$ cat src/rtl/score_overlay_if.sv
// Pixel bus between the raster timing generator and the score overlay:
// the current beam position goes in, the registered overlay colour/enable comes out.
interface score_overlay_if #(
  parameter int COLOR_BITS = 24
);
  localparam int CW = COLOR_BITS / 3;

  logic [9:0]    hpos_i;
  logic [9:0]    vpos_i;
  logic [CW-1:0] number_red_o;
  logic [CW-1:0] number_green_o;
  logic [CW-1:0] number_blue_o;
  logic          number_enable_o;

  modport master (
    output hpos_i, vpos_i,
    input  number_red_o, number_green_o, number_blue_o, number_enable_o
  );

  modport slave (
    input  hpos_i, vpos_i,
    output number_red_o, number_green_o, number_blue_o, number_enable_o
  );
endinterface

$ cat src/rtl/score_overlay.sv
// Per-player BCD score counters with win latch and blink, rendered as 16x16
// seven-segment glyphs over the playfield with one cycle of pixel latency.
module score_overlay #(
  parameter int                    COLOR_BITS   = 24,
  parameter int                    NUM_PLAYERS  = 2,
  parameter int                    DIGITS       = 2,
  parameter int                    WIN_SCORE    = 10,
  parameter int                    BASE_X       = 480,
  parameter int                    BASE_Y       = 160,
  parameter int                    PLAYER_PITCH = 96,
  parameter int                    BLINK_FRAMES = 32,
  parameter logic [COLOR_BITS-1:0] FG_COLOR     = 24'h000000,
  parameter logic [COLOR_BITS-1:0] BG_COLOR     = 24'hE0E0E0
) (
  input  logic                            clk_i,
  input  logic                            rst_i,
  input  logic [NUM_PLAYERS-1:0]          score_inc_i,
  input  logic                            score_clr_i,
  input  logic                            frame_start_i,
  output logic [NUM_PLAYERS*DIGITS*4-1:0] score_o,
  output logic [NUM_PLAYERS-1:0]          winner_o,
  score_overlay_if.slave                  pix
);

  localparam int CW = COLOR_BITS / 3;
  localparam int SW = DIGITS * 4;
  localparam int BW = ($clog2(BLINK_FRAMES + 1) > 3) ? $clog2(BLINK_FRAMES + 1) : 3;
  localparam logic [SW-1:0] ALL_NINES = {DIGITS{4'h9}};

  logic [SW-1:0]          score_q   [NUM_PLAYERS];
  logic [SW-1:0]          score_nxt [NUM_PLAYERS];
  logic [BW-1:0]          blink_cnt [NUM_PLAYERS];
  logic [NUM_PLAYERS-1:0] winner_q;
  logic [NUM_PLAYERS-1:0] counted;
  logic [NUM_PLAYERS-1:0] win_hit;
  logic [NUM_PLAYERS-1:0] hidden;
  logic [4:0]             frame_cnt;
  logic                   pix_hit;
  logic [COLOR_BITS-1:0]  pix_color;

  function automatic logic [SW-1:0] bcd_inc(input logic [SW-1:0] v);
    logic [SW-1:0] r;
    logic          carry;
    r     = v;
    carry = 1'b1;
    for (int k = 0; k < DIGITS; k++) begin
      if (carry) begin
        if (v[k*4 +: 4] == 4'd9) begin
          r[k*4 +: 4] = 4'd0;
        end else begin
          r[k*4 +: 4] = v[k*4 +: 4] + 4'd1;
          carry       = 1'b0;
        end
      end
    end
    return r;
  endfunction

  function automatic int bcd_value(input logic [SW-1:0] v);
    int acc;
    acc = 0;
    for (int k = DIGITS - 1; k >= 0; k--) acc = acc * 10 + int'(v[k*4 +: 4]);
    return acc;
  endfunction

  // Digit k counts from the MS end; leading zeros become code 10 (blank).
  function automatic logic [3:0] glyph_code(input logic [SW-1:0] v, input int k);
    logic lead;
    lead = 1'b1;
    for (int j = DIGITS - 1; j >= DIGITS - 1 - k; j--) begin
      if (v[j*4 +: 4] != 4'd0) lead = 1'b0;
    end
    if (lead && (k != DIGITS - 1)) return 4'd10;
    return v[(DIGITS-1-k)*4 +: 4];
  endfunction

  function automatic logic glyph_pixel(input logic [3:0] code, input logic [3:0] col,
                                       input logic [3:0] row);
    logic [6:0] seg;
    logic       hbar, top, mid, bot, lcol, rcol, upper, lower;
    case (code)
      4'd0: seg = 7'b1111110;
      4'd1: seg = 7'b0110000;
      4'd2: seg = 7'b1101101;
      4'd3: seg = 7'b1111001;
      4'd4: seg = 7'b0110011;
      4'd5: seg = 7'b1011011;
      4'd6: seg = 7'b1011111;
      4'd7: seg = 7'b1110000;
      4'd8: seg = 7'b1111111;
      4'd9: seg = 7'b1111011;
      default: seg = 7'b0000000;
    endcase
    hbar  = (col >= 4'd3) && (col <= 4'd12);
    lcol  = (col == 4'd3) || (col == 4'd4);
    rcol  = (col == 4'd11) || (col == 4'd12);
    top   = (row == 4'd1) || (row == 4'd2);
    mid   = (row == 4'd7) || (row == 4'd8);
    bot   = (row == 4'd13) || (row == 4'd14);
    upper = (row >= 4'd1) && (row <= 4'd8);
    lower = (row >= 4'd7) && (row <= 4'd14);
    return (seg[6] & top & hbar) | (seg[5] & rcol & upper) | (seg[4] & rcol & lower) |
           (seg[3] & bot & hbar) | (seg[2] & lcol & lower) | (seg[1] & lcol & upper) |
           (seg[0] & mid & hbar);
  endfunction

  // An increment counts only when no winner exists yet and the player is not saturated.
  always_comb begin
    for (int p = 0; p < NUM_PLAYERS; p++) begin
      score_nxt[p] = bcd_inc(score_q[p]);
      counted[p]   = score_inc_i[p] && !(|winner_q) && (score_q[p] != ALL_NINES);
      win_hit[p]   = counted[p] && (WIN_SCORE != 0) && (bcd_value(score_nxt[p]) == WIN_SCORE);
      hidden[p]    = ((blink_cnt[p] != '0) && blink_cnt[p][2]) || (winner_q[p] && frame_cnt[4]);
      score_o[p*SW +: SW] = score_q[p];
    end
    winner_o = winner_q;
  end

  always_ff @(posedge clk_i or posedge rst_i) begin
    if (rst_i) begin
      for (int p = 0; p < NUM_PLAYERS; p++) begin
        score_q[p]   <= '0;
        blink_cnt[p] <= '0;
      end
      winner_q  <= '0;
      frame_cnt <= '0;
    end else begin
      if (frame_start_i) frame_cnt <= frame_cnt + 5'd1;
      if (score_clr_i) begin
        for (int p = 0; p < NUM_PLAYERS; p++) begin
          score_q[p]   <= '0;
          blink_cnt[p] <= '0;
        end
        winner_q <= '0;
      end else begin
        for (int p = 0; p < NUM_PLAYERS; p++) begin
          if (counted[p]) begin
            score_q[p]   <= score_nxt[p];
            blink_cnt[p] <= BW'(BLINK_FRAMES);
          end else if (frame_start_i && (blink_cnt[p] != '0)) begin
            blink_cnt[p] <= blink_cnt[p] - 1'b1;
          end
          if (win_hit[p]) winner_q[p] <= 1'b1;
        end
      end
    end
  end

  // Scan players high to low so the lowest-numbered overlapping field wins.
  always_comb begin
    int x0;
    int dx;
    int dy;
    pix_hit   = 1'b0;
    pix_color = '0;
    x0        = 0;
    dx        = 0;
    dy        = int'(pix.vpos_i) - BASE_Y;
    for (int p = NUM_PLAYERS - 1; p >= 0; p--) begin
      for (int k = 0; k < DIGITS; k++) begin
        x0 = BASE_X + p * PLAYER_PITCH + k * 16;
        dx = int'(pix.hpos_i) - x0;
        if ((dx >= 0) && (dx < 16) && (dy >= 0) && (dy < 16)) begin
          pix_hit = 1'b1;
          if (!hidden[p] && glyph_pixel(glyph_code(score_q[p], k), 4'(dx), 4'(dy)))
            pix_color = FG_COLOR;
          else
            pix_color = BG_COLOR;
        end
      end
    end
  end

  always_ff @(posedge clk_i or posedge rst_i) begin
    if (rst_i) begin
      pix.number_red_o    <= '0;
      pix.number_green_o  <= '0;
      pix.number_blue_o   <= '0;
      pix.number_enable_o <= 1'b0;
    end else begin
      pix.number_red_o    <= pix_color[COLOR_BITS-1 -: CW];
      pix.number_green_o  <= pix_color[2*CW-1 -: CW];
      pix.number_blue_o   <= pix_color[CW-1:0];
      pix.number_enable_o <= pix_hit;
    end
  end

endmodule

$ cat src/flat_wrapper.sv
// flat-port wrapper written by rule: the top's interface ports become plain ports
module score_overlay_flat 
#(
  parameter int                    COLOR_BITS   = 24,
  parameter int                    NUM_PLAYERS  = 2,
  parameter int                    DIGITS       = 2,
  parameter int                    WIN_SCORE    = 10,
  parameter int                    BASE_X       = 480,
  parameter int                    BASE_Y       = 160,
  parameter int                    PLAYER_PITCH = 96,
  parameter int                    BLINK_FRAMES = 32,
  parameter logic [COLOR_BITS-1:0] FG_COLOR     = 24'h000000,
  parameter logic [COLOR_BITS-1:0] BG_COLOR     = 24'hE0E0E0
)
  (clk_i, rst_i, score_inc_i, score_clr_i, frame_start_i, score_o, winner_o, pix_hpos_i, pix_vpos_i, pix_number_red_o, pix_number_green_o, pix_number_blue_o, pix_number_enable_o);
  score_overlay_if #(.COLOR_BITS(COLOR_BITS)) pix_i ();
  input  logic clk_i;
  input  logic rst_i;
  input  logic [NUM_PLAYERS-1:0] score_inc_i;
  input  logic score_clr_i;
  input  logic frame_start_i;
  output logic [NUM_PLAYERS*DIGITS*4-1:0] score_o;
  output logic [NUM_PLAYERS-1:0] winner_o;
  input wire logic [$bits(pix_i.hpos_i)-1:0] pix_hpos_i;
  input wire logic [$bits(pix_i.vpos_i)-1:0] pix_vpos_i;
  output wire logic [$bits(pix_i.number_red_o)-1:0] pix_number_red_o;
  output wire logic [$bits(pix_i.number_green_o)-1:0] pix_number_green_o;
  output wire logic [$bits(pix_i.number_blue_o)-1:0] pix_number_blue_o;
  output wire logic [$bits(pix_i.number_enable_o)-1:0] pix_number_enable_o;
  assign pix_i.hpos_i = pix_hpos_i;
  assign pix_i.vpos_i = pix_vpos_i;
  assign pix_number_red_o = pix_i.number_red_o;
  assign pix_number_green_o = pix_i.number_green_o;
  assign pix_number_blue_o = pix_i.number_blue_o;
  assign pix_number_enable_o = pix_i.number_enable_o;
  score_overlay #(.COLOR_BITS(COLOR_BITS), .NUM_PLAYERS(NUM_PLAYERS), .DIGITS(DIGITS), .WIN_SCORE(WIN_SCORE), .BASE_X(BASE_X), .BASE_Y(BASE_Y), .PLAYER_PITCH(PLAYER_PITCH), .BLINK_FRAMES(BLINK_FRAMES), .FG_COLOR(FG_COLOR), .BG_COLOR(BG_COLOR)) u_core (.clk_i(clk_i), .rst_i(rst_i), .score_inc_i(score_inc_i), .score_clr_i(score_clr_i), .frame_start_i(frame_start_i), .score_o(score_o), .winner_o(winner_o), .pix(pix_i));
endmodule
$ cat config.mk
export PLATFORM = sky130hd
export DESIGN_NAME = score_overlay_flat
export DESIGN_NICKNAME = d
export VERILOG_FILES = /design/src/rtl/score_overlay_if.sv /design/src/rtl/score_overlay.sv /design/src/flat_wrapper.sv
export SDC_FILE = /design/constraint.sdc
export NUM_CORES = 1
export LEC_CHECK = 0
export BUFFER_PORTS_ARGS = -buffer_cell sky130_fd_sc_hd__buf_4
export CAP_MARGIN = 20
export CORE_ASPECT_RATIO = 0.5
export CORE_UTILIZATION = 24
export DETAILED_ROUTE_END_ITERATION = 7
export SETUP_SLACK_MARGIN = 0.3
export SLEW_MARGIN = 10
export SYNTH_ARGS = -nofsm -noshare
export SYNTH_HDL_FRONTEND = slang
export SYNTH_SLANG_ARGS = --single-unit
$ cat constraint.sdc
create_clock -name clk_i -period 3.6 [get_ports clk_i]
set_input_delay 0.36 -clock clk_i [delete_from_list [all_inputs] [get_ports clk_i]]
set_output_delay 0.36 -clock clk_i [all_outputs]
set_load 0.01 [all_outputs]
==> metrics.md <==
| Metric | Value |
|---|---|
| CORE AREA | `~16,000 µm²` |
| Minimum clock period | `3.13 ns` |
| CP Data Arrival Time | `approximately 3.3 ns` |
| EDFF count, synth | `0` |
| Drt first pass iters | `5` |
| WP buf/inv | `1` |
| Initial drt markers | `170` |
| Ports | `between 60 and 70` |
| Launching element type of the critical path | `flop` |
| Max incr delay on CP | `between 0.4 and 0.5 ns` |
| Average size of a mapped cell | `between 7 and 8 µm²` |
| Biggest area consumer among synthesized cells | `dfrtp_1` |
| Max-cap violations | `0` |
| Worst flop-to-flop path startpoint | `u_core.score_o[1]` |
| Max-slew headroom | `0.537` |
| Internal power | `0.000991 W` |
| Starting density of the core | `0.248` |
| R2R depth | `13` |
| Worst reg2reg endpoint | `u_core.winner_o[0]` |
| Detail Route Antenna Nets | `0` |
| Clock transition at path regs | `~0.06 ns` |
| Simple-Gate Fraction of Synth Area | `0.223` |
| Crit Path Class | `reg -> reg` |
| Routability congestion estimate | `between 0.8 and 0.9` |
| Crit end category | `flop` |
| Final Setup Violations | `0` |
| Vias in the first global route | `3,188` |
| Ys Warns | `0` |
| Nets | `slightly above 600` |
| Hold buffers post-CTS | `0` |
| Compound-gate portion of the synthesized area | `0.191` |
| Antenna diodes | `0` |
| CP max-delay cell | `dfrtp_2` |
| WL per Instance | `13.2 µm` |
| Clock root buffer | `clkbuf_16` |
| Hold Slack | `0.200 ns` |
| Flop pwr share | `0.353` |
| Largest net degree at the start of global routing | `38` |
| TritonCTS Buffers | `5` |
| Gate power share | `0.296` |
| # clock sinks | `37` |
| RSZ-0062 raised after global routing | `no` |
| Period utilization | `0.869` |
| Die area | `around 17,000 µm²` |
| Pins Over Slew Limit | `0` |
| Reg2Reg Setup Slack | `0.47 ns` |
| Clk_skew | `between 0.008 and 0.009 ns` |
| Htree depth | `2` |
| CTS tree | `yes` |
| Leading cell types by count after synthesis | `58 x nor2_1, 46 x nand2_1, 42 x ha_1` |
| Main combinational cell family by area after synthesis | `simple AND/OR/NAND/NOR gates` |
| Worst-margin pin slew | `a little under 0.7 ns` |
| FFs w/ async S/R, synth | `1.00` |
| Die H | `91.9 µm` |
| Yosys top cell area share | `0.239` |
| Gate Count Post-Synth | `roughly 500` |
| Leakage | `between 2 and 2.5 nW` |
| NetSw | `0.000461 W` |
| Fmax | `around 320 MHz` |
| Ranking of synthesized cells by area | `dfrtp_1 24%, ha_1 14%, nor2_1 5.6%` |
| Die width | `182 µm` |
| Clock share of power | `0.351` |
| Min-delay worst type | `in -> async` |
| Outcome | `complete, no violations` |
| CP required | `3.81 ns` |
| Vias post-DR | `~3,500` |
| First-pass GRT wire length | `~16,000 µm` |
| Vias/cell | `roughly 4.7` |
| Site Rows | `32` |
| HPWL after detailed placement | `~7500 µm` |
| Post-Synth XOR/XNOR Area | `0.0697` |
| Util after Layout | `0.300` |
| Adder-Cell Fraction of Synth Area | `0.156` |
| Most used cell, CP | `ha_1` |
| DRC Markers | `0` |
| P&R area growth vs syn | `20.6%` |
| Post-synth top flop | `dfrtp_1` |
| Setup_tns | `0 ns` |
| GRT Total Usage | `0.118` |
| Switching share of power | `0.318` |
| Crit-path max FO | `6` |
| Crit path max-delay family | `adder cells` |
| Port bufs | `53` |
| Gr ovfl total | `0` |
| Seq/Total Area, Yosys | `0.239` |
| Max IR drop VDD | `0.238 mV` |
| FF+latch count, synth | `37` |
| Fin. Hold Viols | `0` |
| Share of layout cells above drive strength 1 | `0.196` |
| Max Buffers Root-to-Sink | `2` |
| Most common cell in the netlist | `nor2_1` |
| Final WL | `between 9000 and 10,000 µm` |
| Synthesized area | `a little under 4000 µm²` |
| Pwr dens | `310 nW/µm²` |
| Initial antenna violation count | `0` |
| Clk_lat worst skew | `0.29 ns` |
| Mux cell area share after synthesis | `0.0193` |
| Synth unique cells | `67` |
| Critical-path cell list | `inv_2 > ha_2 > nor3b_4 > nand4_1 > mux2i_1 > ha_1 > ha_1 > fa_1 > nor4b_2 > nand3_1 > nor2_1 > o2111ai_1 > o21ai_1` |
==> layout make-up <==
type | instances | area [µm²]
fill | 1652 | 10900
tap | 204 | 255
sequential | 37 | 928
timing repair buffer | 72 | 541
inverter | 37 | 139
multi-input combinational | 387 | 2650
clock inverter | 2 | 38.8
clock buffer | 6 | 129
==> worst max-delay path by stage <==
stage / start / end / depth (start not counted)
floorplan: u_core.score_o[1] / u_core.winner_o[0] / 15
global placement: u_core.score_o[1] / u_core.winner_o[0] / 15
detailed placement: u_core.score_o[1] / u_core.winner_o[0] / 15
CTS: u_core.score_o[1] / u_core.winner_o[0] / 13
global route: u_core.score_o[1] / u_core.winner_o[0] / 13
finish: u_core.score_o[1] / u_core.winner_o[0] / 13
==> cells by family after synthesis <==
logic type	after synthesis
adders and majority gates	46
AOI/OAI and AO/OA	114
other	1
xor gates and xnor gates	30
buffers and inverters	77
DFF	37
and+or+nand+nor	175
muxes	7
==> flip-flops by register name (all words and copies together), names as in the netlist <==
signal,cells
u_core.pix.number_blue_o,1
u_core.pix.number_enable_o,1
u_core.score_o,16
u_core.winner_o,2
u_core.blink_cnt,12
u_core.frame_cnt,5
==> repair_timing <==
item | in CTS | in global routing
buffers inserted | 0 | 3
endpoints found under the setup margin | 1 | 2
resized for setup | 1 | 13
pin swaps | 0 | 4
==> routing by layer <==
metal  track usage  part of all wire  up-vias
li1              -                 -     1769
met1         0.164              0.51     1643
met2         0.190              0.44      102
met3        0.0191             0.045       11
met4        0.0332             0.011        0
met5             0                 0        -
==> through the flow <==
step	total power, W	area (µm²)	worst slack, ns	instances
after global placement	0.000933	4450	0.390	734
after detailed placement	0.000939	4450	0.271	734
after CTS	0.00145	4620	0.321	742
after global routing	0.00154	4680	0.243	745
final	0.00145	4680	0.472	745
after floorplan	0.000828	3930	0.501	501
==> cells in the final DEF (no fill, tap or decap), types with 5 or more instances in the layout <==
| cell type | count |
|---|---|
| a211oi_1 | 9 |
| nand2_1 | 46 |
| inv_1 | 35 |
| nor3_1 | 9 |
| nor2b_1 | 7 |
| ha_1 | 41 |
| o21ai_0 | 23 |
| nand2b_1 | 8 |
| xor2_1 | 9 |
| clkbuf_16 | 5 |
| nand3_1 | 6 |
| conb_1 | 15 |
| a21oi_1 | 37 |
| nor2_1 | 57 |
| dfrtp_1 | 35 |
| buf_4 | 72 |
| xnor2_1 | 20 |
==> worst min-delay path, delay by kind of cell <==
| family | cells | cell delay, ns |
|---|---|---|
| buffers and inverters | 3 | 0.56 |
==> power groups by stage <==
stage          clock [W]  sequential, W  combinational (W)
4_1_cts         0.000515       0.000512           0.000424
5_1_grt         0.000536       0.000521           0.000484
6_report        0.000510       0.000512           0.000430
3_5_place_dp           0       0.000519           0.000421
2_1_floorplan          0       0.000517           0.000311
3_3_place_gp           0       0.000517           0.000416
No activity file was read; power rests on OpenSTA's default activity.
